**src/rtl/fifo_pop_arbiter.sv**
```systemverilog
// Round-robin pop from NUM_IN input FIFOs; each word is routed to one of NUM_OUT output
// FIFOs by its destination field, two cycles after the pop.
module fifo_pop_arbiter #(
   parameter int WIDTH     = 12,
   parameter int NUM_IN    = 4,
   parameter int NUM_OUT   = 4,
   parameter int DEST_BITS = 2,
   parameter int DEST_LSB  = 10
) (
   input  logic                    clk,
   input  logic                    reset,
   input  logic [NUM_IN-1:0]       fifo_empty,
   input  logic [NUM_IN*WIDTH-1:0] fifo_data,
   output logic [NUM_IN-1:0]       pop,
   input  logic [NUM_OUT-1:0]      out_alm_full,
   output logic [NUM_OUT-1:0]      push_out,
   output logic [WIDTH-1:0]        data_out,
   output logic                    idle
);
   localparam int IDX_W = (NUM_IN > 1) ? $clog2(NUM_IN) : 1;

   logic [IDX_W-1:0]   last_gnt_reg;
   logic [IDX_W-1:0]   sel1_reg;
   logic               v1_reg;
   logic               v2_reg;
   logic [NUM_OUT-1:0] push_reg;
   logic [WIDTH-1:0]   data_reg;

   logic [WIDTH-1:0]   in_word [NUM_IN];
   logic [IDX_W-1:0]   cand_idx [NUM_IN];
   logic               stall;
   logic               gnt_valid;
   logic               grant;
   logic [IDX_W-1:0]   gnt_idx;
   logic [WIDTH-1:0]   rd_word;
   logic [NUM_OUT-1:0] dest_onehot;

   // cand_idx[k] is the (k+1)-th input after the last grant, wrapping modulo NUM_IN.
   genvar gi;
   generate
      for (gi = 0; gi < NUM_IN; gi++) begin : g_in
         assign in_word[gi]  = fifo_data[gi*WIDTH +: WIDTH];
         assign cand_idx[gi] = IDX_W'((int'(last_gnt_reg) + gi + 1) % NUM_IN);
      end
   endgenerate

   // Scan farthest candidate first so the nearest eligible one is the last to win.
   always_comb begin
      gnt_valid = 1'b0;
      gnt_idx   = last_gnt_reg;
      for (int k = NUM_IN - 1; k >= 0; k--) begin
         if (!fifo_empty[cand_idx[k]]) begin
            gnt_valid = 1'b1;
            gnt_idx   = cand_idx[k];
         end
      end
   end

   // Destination is unknown before the read, so any almost-full output blocks all pops.
   assign stall = |out_alm_full;
   assign grant = gnt_valid && !stall && !reset;

   always_comb begin
      pop = '0;
      if (grant) begin
         pop[gnt_idx] = 1'b1;
      end
   end

   assign rd_word     = in_word[sel1_reg];
   assign dest_onehot = NUM_OUT'(1) << rd_word[DEST_LSB +: DEST_BITS];

   always_ff @(posedge clk) begin
      if (reset) begin
         last_gnt_reg <= IDX_W'(NUM_IN - 1);
         sel1_reg     <= '0;
         v1_reg       <= 1'b0;
         v2_reg       <= 1'b0;
         push_reg     <= '0;
         data_reg     <= '0;
      end else begin
         v1_reg <= grant;
         if (grant) begin
            last_gnt_reg <= gnt_idx;
            sel1_reg     <= gnt_idx;
         end
         v2_reg   <= v1_reg;
         push_reg <= v1_reg ? dest_onehot : '0;
         if (v1_reg) begin
            data_reg <= rd_word;
         end
      end
   end

   assign push_out = push_reg;
   assign data_out = data_reg;
   assign idle     = reset || ((pop == '0) && !v1_reg && !v2_reg);

endmodule

```
**config.mk**
```make
export PLATFORM = sky130hd
export DESIGN_NAME = fifo_pop_arbiter
export DESIGN_NICKNAME = d
export VERILOG_FILES = /design/src/rtl/fifo_pop_arbiter.sv
export SDC_FILE = /design/constraint.sdc
export NUM_CORES = 1
export LEC_CHECK = 0
export CAP_MARGIN = 20
export CORE_UTILIZATION = 26
export DETAILED_ROUTE_END_ITERATION = 12
export PLACE_DENSITY_LB_ADDON = 0.3
export SLEW_MARGIN = 20
export SYNTH_ARGS = -nofsm -noshare
export SYNTH_HDL_FRONTEND = slang
export SYNTH_SLANG_ARGS = --single-unit
```
**constraint.sdc**
```tcl
create_clock -name clk -period 1.7 [get_ports clk]
set_input_delay 0.34 -clock clk [delete_from_list [all_inputs] [get_ports clk]]
set_output_delay 0.34 -clock clk [all_outputs]
set_load 0.02 [all_outputs]
```
==> metrics.cfg <==
[grt]
antenna_found_initial=0
grtUsageTotal_pct=14.49
grt_pass1_vias=1353
gr-total-overflow=0
grt_pass1_wl_mm=5.644
grt_max_degree=14

[floorplan]
dieArea_um2=4837
die_w_um=69.55
die_height_um=69.55
ios=79
num_rows=24
initial_core_utilization_pct=27.05
placeable_core_region_um2=4384

[sta]
timing.final.crit_share_pct=113.4
final-max-slew-violation-count=0
hold_ws_ns=0.4820
grt_setup_unrepaired=yes
tightestPinTransition_ns=0.3529
setup-tns-final_ns=-0.8073
maxSlewHeadroom_pct=76.47
fin_crit_ns=1.928
timing.clock.skew_ns=0.007354
report.final.setup_viol=4
achievable_clock_frequency_mhz=518.8
postLayoutSetupSlackWorst_ns=-0.2276
timing.final.hold_violations=0

[layout]
largest_reg_flops=12
final.fill_count=382
number_of_diodes=0
fraction_of_final_layout_cells_sized_beyond_drive_strength_1_pct=30.35
num-nets-final=260
instances_no_fill=253
syn_to_final_growth_pct=95.46
layout.core_utilization_pct=52.88

[clock_tree]
worstSkewPairLatency_ns=0.26
cts_made_buffers=3
cts-root-to-sink-buffers=2
cts_tree=built
tritoncts_num_sinks=22
cts.hold.buffers_added=0
clk_pin_slew_ns=0.09
h-tree-depth=1
clockRootBuffer=sky130_fd_sc_hd__clkbuf_8

[yosys]
post_synth_instance_area_um2=1186
number_of_enable_flip_flop_cells_after_synthesis=0
dominantRegCellSynth=sky130_fd_sc_hd__dfxtp_1
synth_async_sr_flop_share_pct=0
ys_seq_area_share_pct=37.13
synthesis.instances=105
synth_warnings=0
post_synth_cell_types=30
synth.avg_cell_area_um2=11.30
ys_seq_elements=22
syn-num-nets=163

[outcome]
failing_checks=negative setup slack
run_status=finished, violations left

[worst_setup_path]
slowest_stage=sky130_fd_sc_hd__dfxtp_4
crit_path_cell_trace=or2_4 > a21oi_4 > a221oi_4 > buf_6 > nor4_4 > buf_4
critPathKind=reg -> out
timing.critical_path.required_ns=1.36
cpPeakStageDelay_ns=0.37
worst-r2r-cell-count=4
worst_setup_path_start_kind=register
endpoint_kind=output port
critical_path.max_fanout=4
arrival_ns=1.59

[pwr]
powerDensity_nw_per_um2=569.2
ir_worst_vdd_mv=0.4050
cellLeakagePower_nw=0.8600

[placed_design]
globalplace.congestion=0.7951
place.detailed.instances=245
port-buffer-count=78
dp.final_hpwl_mm=2.589

[routing]
final_antenna_net_count=0
post-route-drc-count=0
route.detailed.vias_per_inst=4.708
postRouteWirelength_mm=3.328
routed_via_count=1191
drtIter0Drc=33
drt_pass1_iterations=4
wire_per_inst_um=13.15

[min_path]
worst_hold_path.num_cells=2
worstHoldPathType=reg -> reg

[run]
timing.max_cap.violations=0

[worst paths after layout]
kind                            slack [ns]                          from                   endpoint
worst min register to register        0.48     data_out[10]$_SDFFE_PP0P_  data_out[10]$_SDFFE_PP0P_
worst max-delay path                 -0.23  last_gnt_reg[1]$_SDFFE_PP1P_                     pop[3]
worst min-delay path                  0.48     data_out[10]$_SDFFE_PP0P_  data_out[10]$_SDFFE_PP0P_
worst max register to register        0.14      sel1_reg[0]$_SDFFE_PP0P_   data_out[4]$_SDFFE_PP0P_
[repair_timing]
action | CTS | global route
gates cloned | 0 | 0
endpoints found under the setup margin | 5 | 5
gates resized for setup | 69 | 5
pin swaps | 13 | 3
buffers inserted | 4 | 0
[through the flow]
step / area (um2) / setup WS, ns / total power, mW
2_1_floorplan: 1205 / -0.01979 / 0.6411
3_3_place_gp: 2135 / -0.8927 / 0.8151
3_5_place_dp: 2135 / -0.9916 / 0.8222
4_1_cts: 2310 / -0.2309 / 1.333
5_1_grt: 2318 / -0.2886 / 1.383
6_report: 2318 / -0.2276 / 1.320
[routing by layer]
metal | up-vias | GRT usage (%) | part of all wire [%]
met4 | 0 | 7.483 | 2.0
met3 | 8 | 3.924 | 7.5
met5 | - | 0 | 0
met2 | 57 | 25.46 | 52
met1 | 542 | 15.87 | 38
li1 | 584 | - | -
[kinds of logic after synthesis]
group	share of synthesized area, %
compound gates	11.81
buf+inv	3.376
flops	37.13
mux	32.17
simple gates	15.51
[cell usage after synthesis, types with 2 or more instances]
library cell / instances / share of area [%]
sky130_fd_sc_hd__mux4_1: 3 / 6.6
sky130_fd_sc_hd__inv_1: 3 / 0.95
sky130_fd_sc_hd__nand2_1: 6 / 1.9
sky130_fd_sc_hd__clkbuf_1: 2 / 0.63
sky130_fd_sc_hd__nor2_1: 15 / 4.7
sky130_fd_sc_hd__buf_2: 2 / 0.84
sky130_fd_sc_hd__mux4_2: 9 / 17
sky130_fd_sc_hd__nor2b_1: 3 / 1.6
sky130_fd_sc_hd__dfxtp_1: 22 / 37
sky130_fd_sc_hd__and3_1: 2 / 1.1
sky130_fd_sc_hd__mux2i_1: 10 / 8.4
sky130_fd_sc_hd__a21oi_1: 3 / 1.3
sky130_fd_sc_hd__nand2b_1: 3 / 1.6
sky130_fd_sc_hd__o21ai_0: 6 / 2.5
[cell type report]
type | instances | area [um2] | share of cell area, %
inverter | 3 | 11.26 | 0.4857
multi-input combinational | 75 | 797.0 | 34.38
sequential | 22 | 447.9 | 19.32
timing repair buffer | 97 | 925.9 | 39.94
clock inverter | 1 | 30.03 | 1.295
clock buffer | 3 | 41.29 | 1.781
tap | 52 | 65.06 | 2.806
[placed cells by master, fill, tap and decap left out, types with 2 or more instances in the layout]
master | netlist | layout
sky130_fd_sc_hd__nand2_2 | 0 | 2
sky130_fd_sc_hd__clkdlybuf4s15_2 | 0 | 2
sky130_fd_sc_hd__mux4_1 | 3 | 3
sky130_fd_sc_hd__mux2i_1 | 10 | 10
sky130_fd_sc_hd__buf_4 | 0 | 18
sky130_fd_sc_hd__a21oi_1 | 3 | 3
sky130_fd_sc_hd__and3_1 | 2 | 2
sky130_fd_sc_hd__nor4_4 | 1 | 2
sky130_fd_sc_hd__buf_6 | 1 | 5
sky130_fd_sc_hd__buf_2 | 2 | 2
sky130_fd_sc_hd__dfxtp_1 | 22 | 20
sky130_fd_sc_hd__nand2b_1 | 3 | 2
sky130_fd_sc_hd__dfxtp_4 | 0 | 2
sky130_fd_sc_hd__nor2_1 | 15 | 14
sky130_fd_sc_hd__nor2b_1 | 3 | 2
sky130_fd_sc_hd__mux4_2 | 9 | 9
sky130_fd_sc_hd__o21ai_0 | 6 | 5
sky130_fd_sc_hd__clkbuf_8 | 0 | 3
sky130_fd_sc_hd__dlygate4sd2_1 | 0 | 3
sky130_fd_sc_hd__nand2_1 | 6 | 4
sky130_fd_sc_hd__clkdlybuf4s50_1 | 0 | 64
sky130_fd_sc_hd__inv_1 | 3 | 3
[power by group]
group / switching, mW / internal [mW] / total (mW)
clock network: 0.174 / 0.314 / 0.489
registers: 0.00736 / 0.521 / 0.528
logic: 0.100 / 0.203 / 0.303
[critical path: cells and delay by family (launching register included)]
kind,cells,cell delay (ns)
simple gates,2,0.44
flops,1,0.37
buf+inv,2,0.32
compound gates,2,0.21
Power figures use the tool's default switching activity.
